===== src/rtl/mem_bist_pkg.sv =====
// Shared types and constants for the memory BIST controller.
package mem_bist_pkg;

  typedef enum logic [2:0] {
    IDLE = 3'd0,
    WR_A = 3'd1,
    RD_A = 3'd2,
    WR_B = 3'd3,
    RD_B = 3'd4,
    DONE = 3'd5
  } state_t;

  localparam logic PASS_A = 1'b0;
  localparam logic PASS_B = 1'b1;

endpackage


===== src/rtl/mem_bist_pattern_gen.sv =====
// Address-derived test pattern: PATTERN ^ addr in pass A, its inverse in pass B.
module mem_bist_pattern_gen
  import mem_bist_pkg::*;
#(
  parameter int WIDTH = 8,
  parameter int ADDR_WIDTH = 4,
  parameter logic [WIDTH-1:0] PATTERN = WIDTH'(8'hA5)
) (
  input  logic [ADDR_WIDTH-1:0] addr,
  input  logic                  pass_sel,
  output logic [WIDTH-1:0]      data
);

  logic [WIDTH-1:0] addr_ext;

  // Zero-extend or truncate the address to the data width.
  for (genvar i = 0; i < WIDTH; i++) begin : g_ext
    if (i < ADDR_WIDTH) begin : g_bit
      assign addr_ext[i] = addr[i];
    end else begin : g_zero
      assign addr_ext[i] = 1'b0;
    end
  end

  assign data = (pass_sel == PASS_B) ? ~(PATTERN ^ addr_ext) : (PATTERN ^ addr_ext);

endmodule


===== src/rtl/mem_bist_ctrl.sv =====
// Two-pass write/read BIST master for a single-port valid/ready memory.
// Optional MEM_BIST_STOP_ON_FAIL_EN: finish the test at the first read mismatch.
module mem_bist_ctrl
  import mem_bist_pkg::*;
#(
  parameter int WIDTH = 8,
  parameter int DEPTH = 16,
  parameter int ADDR_WIDTH = $clog2(DEPTH),
  parameter logic [WIDTH-1:0] PATTERN = WIDTH'(8'hA5)
) (
  input  logic                  clk,
  input  logic                  rst,
  input  logic                  start,
  output logic                  busy,
  output logic                  done,
  output logic                  pass,
  output logic [ADDR_WIDTH-1:0] fail_addr,
  output logic [ADDR_WIDTH+1:0] err_count,
  output logic                  wr_rd,
  output logic [ADDR_WIDTH-1:0] addr,
  output logic [WIDTH-1:0]      wdata,
  output logic                  valid,
  input  logic [WIDTH-1:0]      rdata,
  input  logic                  ready,
  output state_t                fsm_state
);

  // Handshake: a request is presented while valid=1 and completes at a rising
  // edge with valid=1 and ready=1; addr/wdata/wr_rd hold while ready=0, and the
  // next request is presented at the completing edge.

  localparam logic [ADDR_WIDTH-1:0] LAST_ADDR = ADDR_WIDTH'(DEPTH - 1);

  state_t                state, state_next;
  logic                  pass_sel;
  logic [WIDTH-1:0]      pattern;
  logic                  fire;
  logic                  last;
  logic                  mismatch;
  logic                  stop_hit;
  logic [ADDR_WIDTH+1:0] err_next;

  mem_bist_pattern_gen #(
    .WIDTH      (WIDTH),
    .ADDR_WIDTH (ADDR_WIDTH),
    .PATTERN    (PATTERN)
  ) u_pattern_gen (
    .addr     (addr),
    .pass_sel (pass_sel),
    .data     (pattern)
  );

  assign fire      = valid && ready;
  assign last      = (addr == LAST_ADDR);
  assign mismatch  = fire && !wr_rd && (rdata != pattern);
  assign err_next  = (mismatch && (err_count != '1)) ? err_count + 1'b1 : err_count;
  assign fsm_state = state;

`ifdef MEM_BIST_STOP_ON_FAIL_EN
  assign stop_hit = mismatch;
`else
  assign stop_hit = 1'b0;
`endif

  always_comb begin
    state_next = state;
    valid      = 1'b0;
    wr_rd      = 1'b0;
    busy       = 1'b0;
    done       = 1'b0;
    pass_sel   = PASS_A;
    case (state)
      IDLE: begin
        if (start) state_next = WR_A;
      end
      WR_A: begin
        valid = 1'b1;
        wr_rd = 1'b1;
        busy  = 1'b1;
        if (fire && last) state_next = RD_A;
      end
      RD_A: begin
        valid = 1'b1;
        busy  = 1'b1;
        if (stop_hit) state_next = DONE;
        else if (fire && last) state_next = WR_B;
      end
      WR_B: begin
        valid    = 1'b1;
        wr_rd    = 1'b1;
        busy     = 1'b1;
        pass_sel = PASS_B;
        if (fire && last) state_next = RD_B;
      end
      RD_B: begin
        valid    = 1'b1;
        busy     = 1'b1;
        pass_sel = PASS_B;
        if (stop_hit || (fire && last)) state_next = DONE;
      end
      DONE: begin
        done       = 1'b1;
        state_next = IDLE;
      end
      default: state_next = IDLE;
    endcase
    wdata = wr_rd ? pattern : '0;
  end

  always_ff @(posedge clk) begin
    if (rst) begin
      state     <= IDLE;
      addr      <= '0;
      err_count <= '0;
      fail_addr <= '0;
      pass      <= 1'b0;
    end else begin
      state     <= state_next;
      err_count <= err_next;
      if (fire) addr <= (last || stop_hit) ? '0 : addr + 1'b1;
      if (mismatch && (err_count == '0)) fail_addr <= addr;
      // The verdict is latched on entry to DONE so it is visible with done.
      if ((state_next == DONE) && (state != DONE)) pass <= (err_next == '0);
      if ((state == IDLE) && start) begin
        addr      <= '0;
        err_count <= '0;
        fail_addr <= '0;
        pass      <= 1'b0;
      end
    end
  end

endmodule


===== config.mk =====
export PLATFORM = sky130hd
export DESIGN_NAME = mem_bist_ctrl
export DESIGN_NICKNAME = d
export VERILOG_FILES = /design/src/rtl/mem_bist_pkg.sv /design/src/rtl/mem_bist_pattern_gen.sv /design/src/rtl/mem_bist_ctrl.sv
export SDC_FILE = /design/constraint.sdc
export NUM_CORES = 1
export LEC_CHECK = 0
export BUFFER_PORTS_ARGS = -buffer_cell sky130_fd_sc_hd__buf_2
export CORE_UTILIZATION = 50
export CTS_CLUSTER_DIAMETER = 50
export DETAILED_ROUTE_END_ITERATION = 7
export GPL_ROUTABILITY_DRIVEN = 0
export HOLD_SLACK_MARGIN = 0.05
export PLACE_DENSITY = 0.79
export REMOVE_ABC_BUFFERS = 1
export SETUP_SLACK_MARGIN = 0.15
export SLEW_MARGIN = 20
export SYNTH_ARGS = -nofsm -noshare
export SYNTH_HDL_FRONTEND = slang
export SYNTH_SLANG_ARGS = --single-unit

===== constraint.sdc =====
create_clock -name clk -period 2.6 [get_ports clk]
set_input_delay 0.26 -clock clk [delete_from_list [all_inputs] [get_ports clk]]
set_output_delay 0.26 -clock clk [all_outputs]
set_load 0.005 [all_outputs]

# ---- Word level (Yosys, flattened, before mapping)
# Index checks and enable logic that the tools add are counted.
dict set report op_classes {
  addsub 2
  n_mul 0
  div_mod_pow 0
  order_cmp 0
  n_eq_ne 10
  shifts 0
  mux 14
  n_bitwise 2
  reduce_logical 16
}
# cell count
set ops {}
lappend ops {{2-to-1 mux 8 bit} 2}
lappend ops {{2-to-1 mux 3 bit} 5}
lappend ops {{one-hot mux 3 bit (5 select lines)} 1}
lappend ops {{zero test 6 bit} 2}
lappend ops {{equality test 3 bit, second input constant} 3}
lappend ops {{logical AND 1 bit} 8}
lappend ops {{inequality test 8 bit} 1}
lappend ops {{inverter 8 bit} 1}
lappend ops {{adder 6 x 1 -> 6 bit, second input constant} 1}
lappend ops {{equality test 3 x 2 -> 1 bit, second input constant} 2}
lappend ops {{2-to-1 mux 6 bit} 1}
lappend ops {{inequality test 6 bit, second input constant} 1}
lappend ops {{OR reduction 2 bit} 3}
lappend ops {{adder 4 x 1 -> 4 bit, second input constant} 1}
lappend ops {{equality test 4 bit, second input constant} 1}
lappend ops {{2-to-1 mux 1 bit} 4}
lappend ops {{2-to-1 mux 4 bit} 1}
lappend ops {{inverter 2 -> 4 bit} 1}
lappend ops {{OR reduction 4 bit} 1}
lappend ops {{equality test 3 x 1 -> 1 bit, second input constant} 1}
lappend ops {{zero test 3 bit} 1}
lappend ops {{inequality test 3 bit, second input constant} 1}
lappend ops {{zero test 1 bit} 1}
dict set report totals {
  register_bits 18
  latch_bits 0
  ramBits 0
  mem_bits_ro 0
  input_bits 12
  output_inout_bits 30
  wordCells 49
  memories 0
}

# ---- Logic depth before layout (Yosys ltp)
# Gate-level depths: netlist of the first run.
dict set report logic_depth {
  depth_word 9
  mapped_depth 8
}

# ---- Modules after synthesis
# From an unflattened synthesis of the first run, not the netlist that was laid out.
dict set report unflattened {
  hier_cells 146
  area_unflattened_um2 1229.9
}
# module n_inst cells_each area_per_inst_um2
set modules_own_cells {}
lappend modules_own_cells {mem_bist_ctrl 1 137 1157.4}
lappend modules_own_cells {mem_bist_pattern_gen 1 9 72.6}

# ---- Least setup slack after synthesis of the first run
# No wires, ideal clock.
dict set report synth_path {
  kind {flip-flop to flip-flop}
  start {register state[2], in the netlist fsm_state[2]}
  end {register pass}
  arrival_time_ns 1.855
  slack_ns 0.626
  path_stages_with_launch 8
  synth_period_minus_slack_ns 1.974
  path_cell_list {dfxtp_1 -> buf_4 -> or3b_4 -> a211oi_4 -> o2bb2ai_4 -> mux2_4 -> a21oi_2 -> a211oi_2}
}
dict set report synth_between {
  elab_chain_cells 9
  word_cells_on_any_way 32
}
# element line
set synth_rtl {}
lappend synth_rtl {{start, declared} mem_bist_ctrl.sv:34} ;# state_t state, state_next;
lappend synth_rtl {{start signal, assigned} mem_bist_ctrl.sv:118} ;# state <= state_next;
lappend synth_rtl {{equality test 3 bit (tied with other cells)} mem_bist_ctrl.sv:72} ;# case (state)
lappend synth_rtl {{OR reduction 2 bit (no line) or OR reduction 4 bit (tied branches)} -}
lappend synth_rtl {{2-to-1 mux 1 bit} mem_bist_ctrl.sv:72}
lappend synth_rtl {{2-to-1 mux 8 bit (tied with other cells)} mem_bist_pattern_gen.sv:25} ;# assign data = (pass_sel == PASS_B) ? ~(PATTERN ^ addr_ext) : (PATTERN ^ addr_ext);
lappend synth_rtl {{inequality test 8 bit (tied with other cells)} mem_bist_ctrl.sv:55} ;# assign mismatch = fire && !wr_rd && (rdata != pattern);
lappend synth_rtl {{logical AND 1 bit (tied with other cells)} mem_bist_ctrl.sv:55}
lappend synth_rtl {{logical AND 1 bit or one-hot mux 3 bit (5 select lines) (tied branches)} {mem_bist_ctrl.sv:56, mem_bist_ctrl.sv:72}}
lappend synth_rtl {{2-to-1 mux 6 bit or equality test 3 bit (tied branches)} {mem_bist_ctrl.sv:56, mem_bist_ctrl.sv:123}}
lappend synth_rtl {{zero test 6 bit or logical AND 1 bit (tied branches)} mem_bist_ctrl.sv:123} ;# if ((state_next == DONE) && (state != DONE)) pass <= (err_next == '0);
lappend synth_rtl {{end signal, assigned} mem_bist_ctrl.sv:123}
lappend synth_rtl {{end, declared} mem_bist_ctrl.sv:16} ;# output logic pass,
# Several ways; a longest one is shown, not always the timed one.
# A chain may end at the register's enable or synchronous reset.

# ---- Final worst setup path of the first run
dict set report layout_path {
  start {register state[2], in the netlist fsm_state[2]}
  end {output port wdata[1]}
}
dict set report layout_between {
  elab_chain_cells 5
  word_cells_on_any_way 9
}
# element line
set layout_rtl {}
lappend layout_rtl {{equality test 3 bit or equality test 3 x 2 -> 1 bit (tied branches)} mem_bist_ctrl.sv:72}
lappend layout_rtl {{OR reduction 2 bit (no line)} -}
lappend layout_rtl {{2-to-1 mux 1 bit} mem_bist_ctrl.sv:72}
lappend layout_rtl {{2-to-1 mux 8 bit} mem_bist_pattern_gen.sv:25}
lappend layout_rtl {{2-to-1 mux 8 bit (*)} mem_bist_ctrl.sv:107} ;# wdata = wr_rd ? pattern : '0;
lappend layout_rtl {{end, declared} mem_bist_ctrl.sv:21} ;# output logic [WIDTH-1:0] wdata,
# Mark *: on every way between the ends. The rest lies on a longest branch, timed or not.

==> results of run 1 <==
==> stage by stage <==
step / setup WS [ns] / power [mW] / hold WS (ns) / cell area [um2]
2_1_floorplan: 0.6070 / 0.3196 / 0.3291 / 1216
3_3_place_gp: 0.5647 / 0.3460 / 0.4713 / 1466
3_5_place_dp: 0.5214 / 0.3469 / 0.4875 / 1466
4_1_cts: 0.3919 / 0.5244 / 0.1727 / 1503
5_1_grt: 0.2597 / 0.5411 / 0.1703 / 1503
6_report: 0.3942 / 0.5199 / 0.1762 / 1503
==> state kept, by name, indices dropped and copies added (netlist names) <==
name,count
addr,4
err_count,6
fail_addr,4
fsm_state,3
pass,1
==> worst min path at each step <==
stage	from	slack, ns	cells past startpoint	to
after floorplan	rst	0.33	1	fsm_state[2]
after global placement	fail_addr[1]	0.47	2	fail_addr[1]
after detailed placement	fail_addr[3]	0.49	2	fail_addr[3]
after CTS	rst	0.17	2	fsm_state[0]
after global routing	rst	0.17	2	fsm_state[0]
final	rst	0.18	2	fsm_state[0]
==> kinds of logic after synthesis <==
family | synth area share, %
simple gates | 29.09
compound gates | 14.40
buf+inv | 7.199
flops | 28.02
xor+xnor | 10.21
fa+ha+maj | 2.919
mux | 8.171
==> cell usage in the layout, fill, tap and decap left out, drive strengths merged <==
cell type,n
buf,42
nor2,25
dfxtp,18
nand2,10
mux2i,9
nor3,9
xnor2,8
xor2,7
inv,6
nand3,6
a21oi,5
clkbuf,4
o21ai,3
ha,3
nand2b,3
nor4b,3
nand3b,2
and2,2
o21a,2
nand4,2
a211oi,2
o22a,1
a31o,1
or3b,1
or4bb,1
nor4bb,1
o2bb2ai,1
and3b,1
and3,1
a21o,1
a31oi,1
a211o,1
o31a,1
mux2,1
o31ai,1
o211a,1
or3,1
==> worst reg2reg max path, stage by stage, from the launching register on <==
cell	delay [ns]
dfxtp_1	0.51
or3b_4	0.46
a211oi_4	0.30
o2bb2ai_4	0.22
nand2b_2	0.24
mux2i_1	0.24
nor2_1	0.06
==> layout make-up <==
class / count / area, um2
flip-flops and latches: 18 / 360.3
well taps: 30 / 37.54
fillers: 212 / 952.2
repair buffers: 42 / 212.7
clock buffers: 4 / 36.28
inverters: 6 / 22.52
multi-input cells: 117 / 833.3
==> routing by layer <==
metal / vias to the layer above / wire [um] / global-route usage [%]
met5: - / 0 / 0
met4: 0 / 0 / 2.632
met3: 0 / 106 / 6.087
met2: 32 / 1398 / 34.81
met1: 550 / 1275 / 28.37
li1: 592 / - / -
==> power by group through the flow <==
| stage | registers (mW) | clock network, mW | logic (mW) |
|---|---|---|---|
| 3_5_place_dp | 0.290 | 0 | 0.0569 |
| 4_1_cts | 0.284 | 0.184 | 0.0571 |
| 5_1_grt | 0.284 | 0.193 | 0.0639 |
| 3_3_place_gp | 0.290 | 0 | 0.0562 |
| 2_1_floorplan | 0.289 | 0 | 0.0307 |
| 6_report | 0.284 | 0.179 | 0.0566 |
==> key figures, run 1 <==
Floorplanning
  • IO Pins: between 40 and 50
  • Row count: 18
  • Die width: 52.72 um
  • Core area: between 2000 and 2500 um2
  • Die ar.: ~2800 um2
  • Die Ht: between 50 and 60 um
  • Starting density of the core: between 50% and 60%

Critical path
  • CP cell instances: nand3b_1, inv_1, a21oi_1, xor2_1, nor2_1, buf_2
  • Reg-to-reg endpoint: err_count[1]
  • Setup crit start: fsm_state[2]
  • Crit. path cell count: 6
  • Cell family with most CP delay: flip-flops
  • Worst Setup EP: wdata[1]
  • Reg2Reg Setup Slack: roughly 0.47 ns
  • Reg2Reg Depth: 6
  • Slowest stage delay, CP: approximately 0.51 ns
  • Data arrival time of the worst path: between 1.5 and 2 ns
  • Kind of start point of the critical path: flop
  • CP bufs+invs: 2
  • Worst EP required: about 2.3 ns
  • Kind of end point of the critical path: output port
  • Critical Path Slowest Stage Cell: dfxtp_1
  • Worst setup path class: flop to output port
  • Crit-path max FO: 10
  • R2R Path Start: fsm_state[2]

Power
  • Combinational power share: 10.9%
  • LEAKAGE: around 0.66 nW
  • Internal power: between 300 and 400 uW
  • VDD IR max: around 340 uV
  • Net switching share of the total power: ~25%
  • Sequential power share: between 50 and 60%
  • Pwr/cell area: 346.0 nW/um2
  • Clock Power Share: 34.5%
  • Net Sw Power: around 130 uW

Synth
  • Top post-synthesis cells by area: dfxtp_1 (28%), nor2_1 (7.3%), mux2i_1 (7.0%), xnor2_1 (5.4%), xor2_1 (4.8%)
  • Post-synthesis sequential area ratio: 28.02%
  • Synth Flop Type: dfxtp_1
  • Yosys top cell area share: 28.02%
  • Most instantiated cells after synthesis: nor2_1 (25), dfxtp_1 (18), nand2_1 (10)
  • Area leader, netlist: dfxtp_1
  • Cells after synthesis: roughly 150
  • Post-synth EDFFs: 0
  • Most common cell in the synthesized netlist: nor2_1
  • Synth Area per Inst: roughly 8.4 um2
  • #FFs+latches synth: 18
  • Ys async rst share: 0%
  • Yosys cell types: between 40 and 50
  • Warnings from Yosys: 0
  • Synth Cell Area: 1286 um2

Clock network
  • PostCTS Resize Cnt: 0
  • Clk sinks: 18
  • Clock tree buffer depth: 2
  • Clk root buf: clkbuf_4
  • Worst-Skew Late Latency: between 0.3 and 0.4 ns
  • Post-CTS setup buffers: 0
  • Htree depth: 1
  • Total CTS buffers: 3
  • Clk slew on worst S/H paths: roughly 0.12 ns
  • Cts hold-fix bufs: 0
  • CTS tree: built

Route
  • Post-DR wirelength/cell: ~13 um
  • Detailed-route via count: around 1200
  • Final Routed Wirelength: between 2000 and 3000 um
  • Drt first-iter violations: 20
  • Antenna Nets Post-Route: 0
  • Residual DRC: 0
  • Via density: around 5.4
  • DRT Pass-1 Iters: 4

Outcome
  • Status: complete, no violations

Global route
  • Overflow after GRT: 0
  • First-pass GRT wire length: between 4000 and 5000 um
  • Initial antenna violation count: 0
  • Overall routing resource usage: between 20% and 30%
  • Largest net degree at the start of global routing: 16
  • Vias in the first global route: approximately 1000

STA
  • Fin Setup TNS: 0 ns
  • Max Fclk: between 0.4 and 0.5 GHz
  • Clock skew: between 0.01 and 0.015 ns
  • Final hold vios: 0
  • Measured slew at the worst slew-check pin: 0.4863 ns
  • Tcrit/Tclk final: between 80% and 90%
  • Final critical-path required period: 2.206 ns
  • Max-Slew Margin vs Limit: 67.58%
  • Final Setup Violations: 0
  • Unrepaired setup endpoints after global routing: false
  • Max-slew violations: 0

Layout
  • Fin util: roughly three fifths
  • Non-filler cells, final: between 200 and 250
  • Area Growth Syn to Fin: 16.83%
  • Nets: between 200 and 250
  • Antenna diode count: 0
  • Fraction of layout cells with a size suffix above 1: around 30%

Job
  • Max capacitance violation total: 0

Worst hold path
  • Hold/Removal Path Class: input port to flop

Place
  • Port Buffers: approximately 40
  • Hpwl dp: between 2000 and 2500 um
  • Placed insts: 213
Note: power is estimated with default switching activity, not from simulation.
==> run 2, diff against run 1 <==
- CORE_ASPECT_RATIO: default -> 2
- CORE_UTILIZATION: 50 -> 45
- PLACE_DENSITY: 0.79 -> 0.75
- clock period: 2.6 -> 1.8 ns (I/O delays scaled with it)
==> key figures, run 2 (synthesis results as in run 1) <==
Route
  • Metal3 WL: 151 um (+42%)
  • Drt first-iter violations: 45 (+130%)
  • Met1 Routed Length: 1494 um (+17%)
  • DRT Pass-1 Iters: 4 (unchanged)
  • Met2 wire length: 2442 um (+75%)
  • Residual DRC: 0 (unchanged)
  • Post-DR wirelength/cell: 17.12 um (+34%)
  • Via density: 5.730 (+5.9%)
  • Detailed-route via count: 1421 (+21%)
  • Highest metal used: met4
  • Antenna Nets Post-Route: 0 (unchanged)
  • Final Routed Wirelength: 4245 um (+53%)

Global route
  • Overall routing resource usage: 27.61% (+6.3 points)
  • Initial antenna violation count: 0 (unchanged)
  • Overflow after GRT: 0 (unchanged)
  • First-pass GRT wire length: 6037 um (+38%)
  • Largest net degree at the start of global routing: 15 (-1)
  • Vias in the first global route: 1358 (+36%)

Clock network
  • Clk root buf: clkbuf_8
  • Clk slew on worst S/H paths: 0.08 ns (-0.04 ns)
  • Htree depth: 1 (unchanged)
  • Total CTS buffers: 3 (unchanged)
  • Worst-Skew Late Latency: 0.27 ns (-0.04 ns)
  • Clk sinks: 18 (unchanged)
  • CTS tree: built
  • Clock tree buffer depth: 2 (unchanged)

Critical path
  • Data arrival time of the worst path: 2.10 ns (+0.15 ns)
  • Kind of end point of the critical path: flop
  • Worst setup path class: flop to flop
  • Crit-path max FO: 5 (-5)
  • Kind of start point of the critical path: flop
  • Worst EP required: 2.01 ns (-0.33 ns)

STA
  • Max Fclk: between 0.5 and 0.6 GHz
  • Measured slew at the worst slew-check pin: 0.3515 ns (-0.1347 ns)
  • Tcrit/Tclk final: 105.1%
  • Fin worst setup slack: -0.09195 ns (-0.4861 ns)
  • Clock skew: 0.009708 ns (-0.004538 ns)
  • Final Setup Violations: 11 (+11)
  • Fin Setup TNS: -0.5383 ns (-0.5383 ns)
  • Max-Slew Margin vs Limit: 76.32% (+8.7 points)
  • Unrepaired setup endpoints after global routing: true
  • Worst hold slack: 0.1492 ns (-0.02696 ns)
  • Final hold vios: 0 (unchanged)
  • Max-slew violations: 0 (unchanged)
  • Final critical-path required period: between 1.5 and 2 ns

Power
  • Total power: 891.6 uW (+71%)
  • Pwr/cell area: 462.1 nW/um2 (+34%)
  • VDD IR max: 503.4 uV (+46%)
  • LEAKAGE: 0.8533 nW (+30%)

Layout
  • Antenna diode count: 0 (unchanged)
  • Commonest non-fill, non-tap cell in the layout: buf_2
  • FILL cells: 194 (-8.5%)
  • Fraction of layout cells with a size suffix above 1: 50.23% (+20 points)
  • Most frequent cells in the layout: buf_2 (41), buf_4 (28), nor2_1 (24)
  • Nets: 235 (+16%)
  • Largest Register: err_count
  • Max reg flops: 6 (unchanged)
  • Area Growth Syn to Fin: 50.00%
  • Top Registers: err_count x6, addr x4, fail_addr x4

Job
  • Max capacitance violation total: 0 (unchanged)

Outcome
  • Status: finished, violations left
  • Failing checks: negative setup slack

Worst hold path
  • Hold/Removal Path Class: input port to flop

Place
  • Port Buffers: 41 (unchanged)
  • Hpwl dp: 2675 um (+26%)

Floorplanning
  • Die Ht: 77.61 um (+47%)
  • Starting density of the core: 47.01% (-5.4 points)
  • Core area: 2736 um2 (+11%)
  • IO Pins: 42 (unchanged)
  • Die ar.: 3089 um2 (+11%)
  • Row count: 27 (+9)
  • Die width: 39.81 um (-24%)
-- run 2: power by group --
part / internal [mW] / switching [mW] / total, mW / leakage (nW)
Sequential: 0.399 / 0.00406 / 0.403 / 0.148
Combinational: 0.0612 / 0.0650 / 0.126 / 0.676
Clock: 0.195 / 0.167 / 0.362 / 0.0288
-- run 2: worst paths after layout --
check	startpoint	endpoint	slack [ns]	cells after the start
worst min-delay path	rst	fsm_state[0]	0.15	2
worst min register to register	fail_addr[1]	fail_addr[1]	0.49	2
worst max register to register	fsm_state[0]	fsm_state[0]	-0.09	8
worst max-delay path	fsm_state[0]	fsm_state[0]	-0.09	8
-- run 2: timing repair --
action / 4_1_cts / 5_1_grt
setup buffers: 4 / 10
endpoints found under the hold margin: 0 / 0
hold buffers: 0 / 0
setup endpoints to repair: 18 / 19
resized for setup: 17 / 20
pin swaps: 5 / 21
-- run 2: metrics by stage --
| stage | area, um2 | util, % | setup slack, ns | cells |
|---|---|---|---|---|
| final | 1929 | 70.51 | -0.09195 | 248 |
| after global routing | 1929 | 70.51 | -0.1753 | 248 |
| after CTS | 1757 | 64.20 | -0.03689 | 238 |
| after detailed placement | 1613 | 58.94 | -0.1459 | 230 |
| after global placement | 1613 | 58.94 | -0.08097 | 230 |
| after floorplan | 1216 | - | -0.1930 | 141 |
-- run 2: cell type report --
type | instances | area (um2) | share of cell area [%]
Tap cell | 29 | 36.28 | 1.881
Multi-Input combinational cell | 117 | 963.4 | 49.94
Clock buffer | 4 | 55.05 | 2.853
Timing Repair Buffer | 74 | 480.5 | 24.90
Inverter | 6 | 22.52 | 1.167
Sequential cell | 18 | 371.6 | 19.26
-- run 2: layer usage --
metal	vias to the layer above	track usage, %
met3	15	4.000
met5	-	0
met2	54	49.34
met1	695	25.50
met4	0	18.62
li1	657	-
-- run 2: worst max-delay path, stage by stage, from the launching register on --
cell	delay, ns
dfxtp_2	0.34
buf_6	0.13
o21a_4	0.23
nor4b_4	0.38
buf_4	0.20
mux2i_1	0.08
o21a_1	0.19
o22a_1	0.17
nor2_1	0.11
==> run 3, diff against run 2 <==
--- a/config.mk
+++ b/config.mk
@@ -7,10 +7,10 @@
 export LEC_CHECK = 0
-export BUFFER_PORTS_ARGS = -buffer_cell sky130_fd_sc_hd__buf_2
-export CORE_ASPECT_RATIO = 2
-export CORE_UTILIZATION = 45
+export CORE_UTILIZATION = 56
 export CTS_CLUSTER_DIAMETER = 50
 export DETAILED_ROUTE_END_ITERATION = 7
+export DONT_BUFFER_PORTS = 1
 export GPL_ROUTABILITY_DRIVEN = 0
+export GPL_TIMING_DRIVEN = 1
 export HOLD_SLACK_MARGIN = 0.05
-export PLACE_DENSITY = 0.75
+export PLACE_DENSITY = 0.74
 export REMOVE_ABC_BUFFERS = 1
==> constraint.sdc (replaced) <==
create_clock -name clk -period 1.8 [get_ports clk]
set_input_delay 0 -clock clk [delete_from_list [all_inputs] [get_ports clk]]
set_output_delay 0 -clock clk [all_outputs]
set_load 0.005 [all_outputs]
==> key figures, run 3 (synthesis results as in run 1) <==
Floorplanning
  • Row count: 16 (-41%)
  • Starting density of the core: 62.38% (+15 points)
  • Die width: 49.93 um (+25%)
  • Core area: 2062 um2 (-25%)
  • Die ar.: 2493 um2 (-19%)
  • Die Ht: 49.93 um (-36%)
  • IO Pins: 42 (unchanged)

Critical path
  • Worst setup path class: flop to flop
  • Crit-path max FO: 5 (unchanged)
  • Slowest stage delay, CP: 0.34 ns (-0.04 ns)
  • Most used cell, CP: buf_12
  • CP cell instances: buf_4, nand3b_1, a211oi_4, o2bb2ai_4, buf_12, buf_12, buf_6, nor2_2, nor2_1, nor3_1
  • Data arrival time of the worst path: 2.06 ns (-0.04 ns)
  • Worst EP required: 2.00 ns (about the same)
  • Kind of end point of the critical path: flop
  • Kind of start point of the critical path: flop
  • Critical Path Slowest Stage Cell: dfxtp_2

STA
  • Final hold vios: 0 (unchanged)
  • Max-Slew Margin vs Limit: 69.54% (-6.8 points)
  • Unrepaired setup endpoints after global routing: true
  • Max-slew violations: 0 (unchanged)
  • Max Fclk: 0.5378 GHz (+1.8%)
  • Clock skew: 0.01509 ns (+0.005380 ns)
  • Fin Setup TNS: -0.2428 ns (+0.2955 ns)
  • Measured slew at the worst slew-check pin: 0.4535 ns (+0.1019 ns)
  • Fin worst setup slack: -0.05932 ns (+0.03264 ns)
  • Final critical-path required period: 1.859 ns (-0.03264 ns)
  • Tcrit/Tclk final: 103.3% (-1.8 points)
  • Final Setup Violations: 8 (-3)

Outcome
  • Status: finished, violations left
  • Failing checks: negative setup slack

Clock network
  • Clk slew on worst S/H paths: 0.12 ns (+0.04 ns)
  • Total CTS buffers: 3 (unchanged)
  • Worst-Skew Late Latency: 0.30 ns (+0.03 ns)
  • Clk root buf: clkbuf_4
  • Htree depth: 1 (unchanged)
  • Clock tree buffer depth: 2 (unchanged)
  • Clk sinks: 18 (unchanged)
  • CTS tree: built

Global route
  • First-pass GRT wire length: 5575 um (-7.7%)
  • Largest net degree at the start of global routing: 15 (unchanged)
  • Vias in the first global route: 1202 (-11%)
  • Initial antenna violation count: 0 (unchanged)
  • Overall routing resource usage: 29.46% (+1.9 points)
  • Overflow after GRT: 0 (unchanged)

Power
  • Pwr/cell area: 455.3 nW/um2 (-1.5%)
  • Total power: 753.6 uW (-15%)
  • Sequential power share: 53.5% (+8.3 points)
  • Clock Power Share: 34.2% (-6.4 points)
  • LEAKAGE: 0.6377 nW (-25%)
  • VDD IR max: 436.9 uV (-13%)
  • Net Sw Power: 189.3 uW (-20%)
  • Net switching share of the total power: 25.12% (-1.3 points)
  • Internal power: 564.3 uW (-14%)
  • Combinational power share: 12.3% (-1.8 points)

Layout
  • Fin util: 80.28% (+9.8 points)
  • Largest Register: err_count
  • FILL cells: 126 (-35%)
  • Max reg flops: 6 (unchanged)
  • Top Registers: err_count x6, addr x4, fail_addr x4
  • Design Area, Final: 1655 um2 (-14%)
  • Nets: 192 (-18%)
  • Antenna diode count: 0 (unchanged)
  • Most frequent cells in the layout: buf_4 (24), nor2_1 (22), dfxtp_1 (13)
  • Commonest non-fill, non-tap cell in the layout: buf_4
  • Area Growth Syn to Fin: 28.70%
  • Fraction of layout cells with a size suffix above 1: 36.93% (-13 points)

Route
  • Residual DRC: 0 (unchanged)
  • Detailed-route via count: 1168 (-18%)
  • Final Routed Wirelength: 3358 um (-21%)
  • DRT Pass-1 Iters: 4 (unchanged)
  • Antenna Nets Post-Route: 0 (unchanged)
  • Via density: 5.754 (+0.42%)
  • Post-DR wirelength/cell: 16.54 um (-3.4%)
  • Drt first-iter violations: 19 (-58%)

Worst hold path
  • Hold/Removal Path Class: input port to flop

Place
  • Hpwl dp: 2303 um (-14%)
  • Post-Place Setup Slack: -0.06518 ns (+0.08068 ns)
  • Port Buffers: 0 (-100%)
  • Placed instance area: 1435 um2 (-11%)

Job
  • Max capacitance violation total: 0 (unchanged)
run 3: cell types whose count changed in the layout (fill, tap and decap cells not counted), sizes merged:
cell / before / now
buf: 74 / 29
dlygate4sd3: 0 / 2
run 3: power by group through the flow:
stage / registers (mW) / clock network (mW) / logic (mW)
6_report: 0.403 / 0.258 / 0.0924
3_3_place_gp: 0.413 / 0 / 0.0729
5_1_grt: 0.404 / 0.282 / 0.0980
3_5_place_dp: 0.413 / 0 / 0.0759
4_1_cts: 0.403 / 0.263 / 0.0874
2_1_floorplan: 0.417 / 0 / 0.0443
run 3: worst paths after layout:
| check | startpoint | to | slack, ns | cells past startpoint |
|---|---|---|---|---|
| worst max-delay path | fsm_state[2] | err_count[2] | -0.06 | 10 |
| worst min-delay path | rst | addr[0] | 0.09 | 3 |
| worst max register to register | fsm_state[2] | err_count[2] | -0.06 | 10 |
| worst min register to register | fail_addr[2] | fail_addr[2] | 0.54 | 2 |
run 3: cell type report:
type / instances / area [um2] / area share [%]
inverter: 6 / 25.02 / 1.512
clock buffer: 4 / 36.28 / 2.192
timing repair buffer: 31 / 274.0 / 16.55
tap: 27 / 33.78 / 2.041
sequential: 18 / 369.1 / 22.30
multi-input combinational: 117 / 917.1 / 55.40
run 3: stage by stage:
step           cells  hold WS, ns
6_report         203      0.08675
5_1_grt          203      0.07696
4_1_cts          203      0.08832
3_5_place_dp     191      0.07401
3_3_place_gp     191      0.07347
2_1_floorplan    141      0.06907
run 3: layer usage:
metal	track usage [%]	vias up	wire (um)
met5	0	-	0
met4	8.095	0	18
met3	7.407	5	170
met2	51.58	41	1764
met1	35.22	551	1404
li1	-	571	-
run 3: what timing repair did:
item / in CTS / in global routing
buffers inserted: 6 / 0
gates resized for setup: 27 / 4
setup endpoints to repair: 18 / 21
hold buffers: 2 / 0
hold endpoints to repair: 6 / 0
pin swaps: 15 / 11
run 3: critical path: cells and delay by family, from the launching register on:
| family | cells | cell delay [ns] |
|---|---|---|
| AOI/OAI and AO/OA | 2 | 0.50 |
| buffers and inverters | 4 | 0.47 |
| DFF | 1 | 0.34 |
| and+or+nand+nor | 4 | 0.45 |
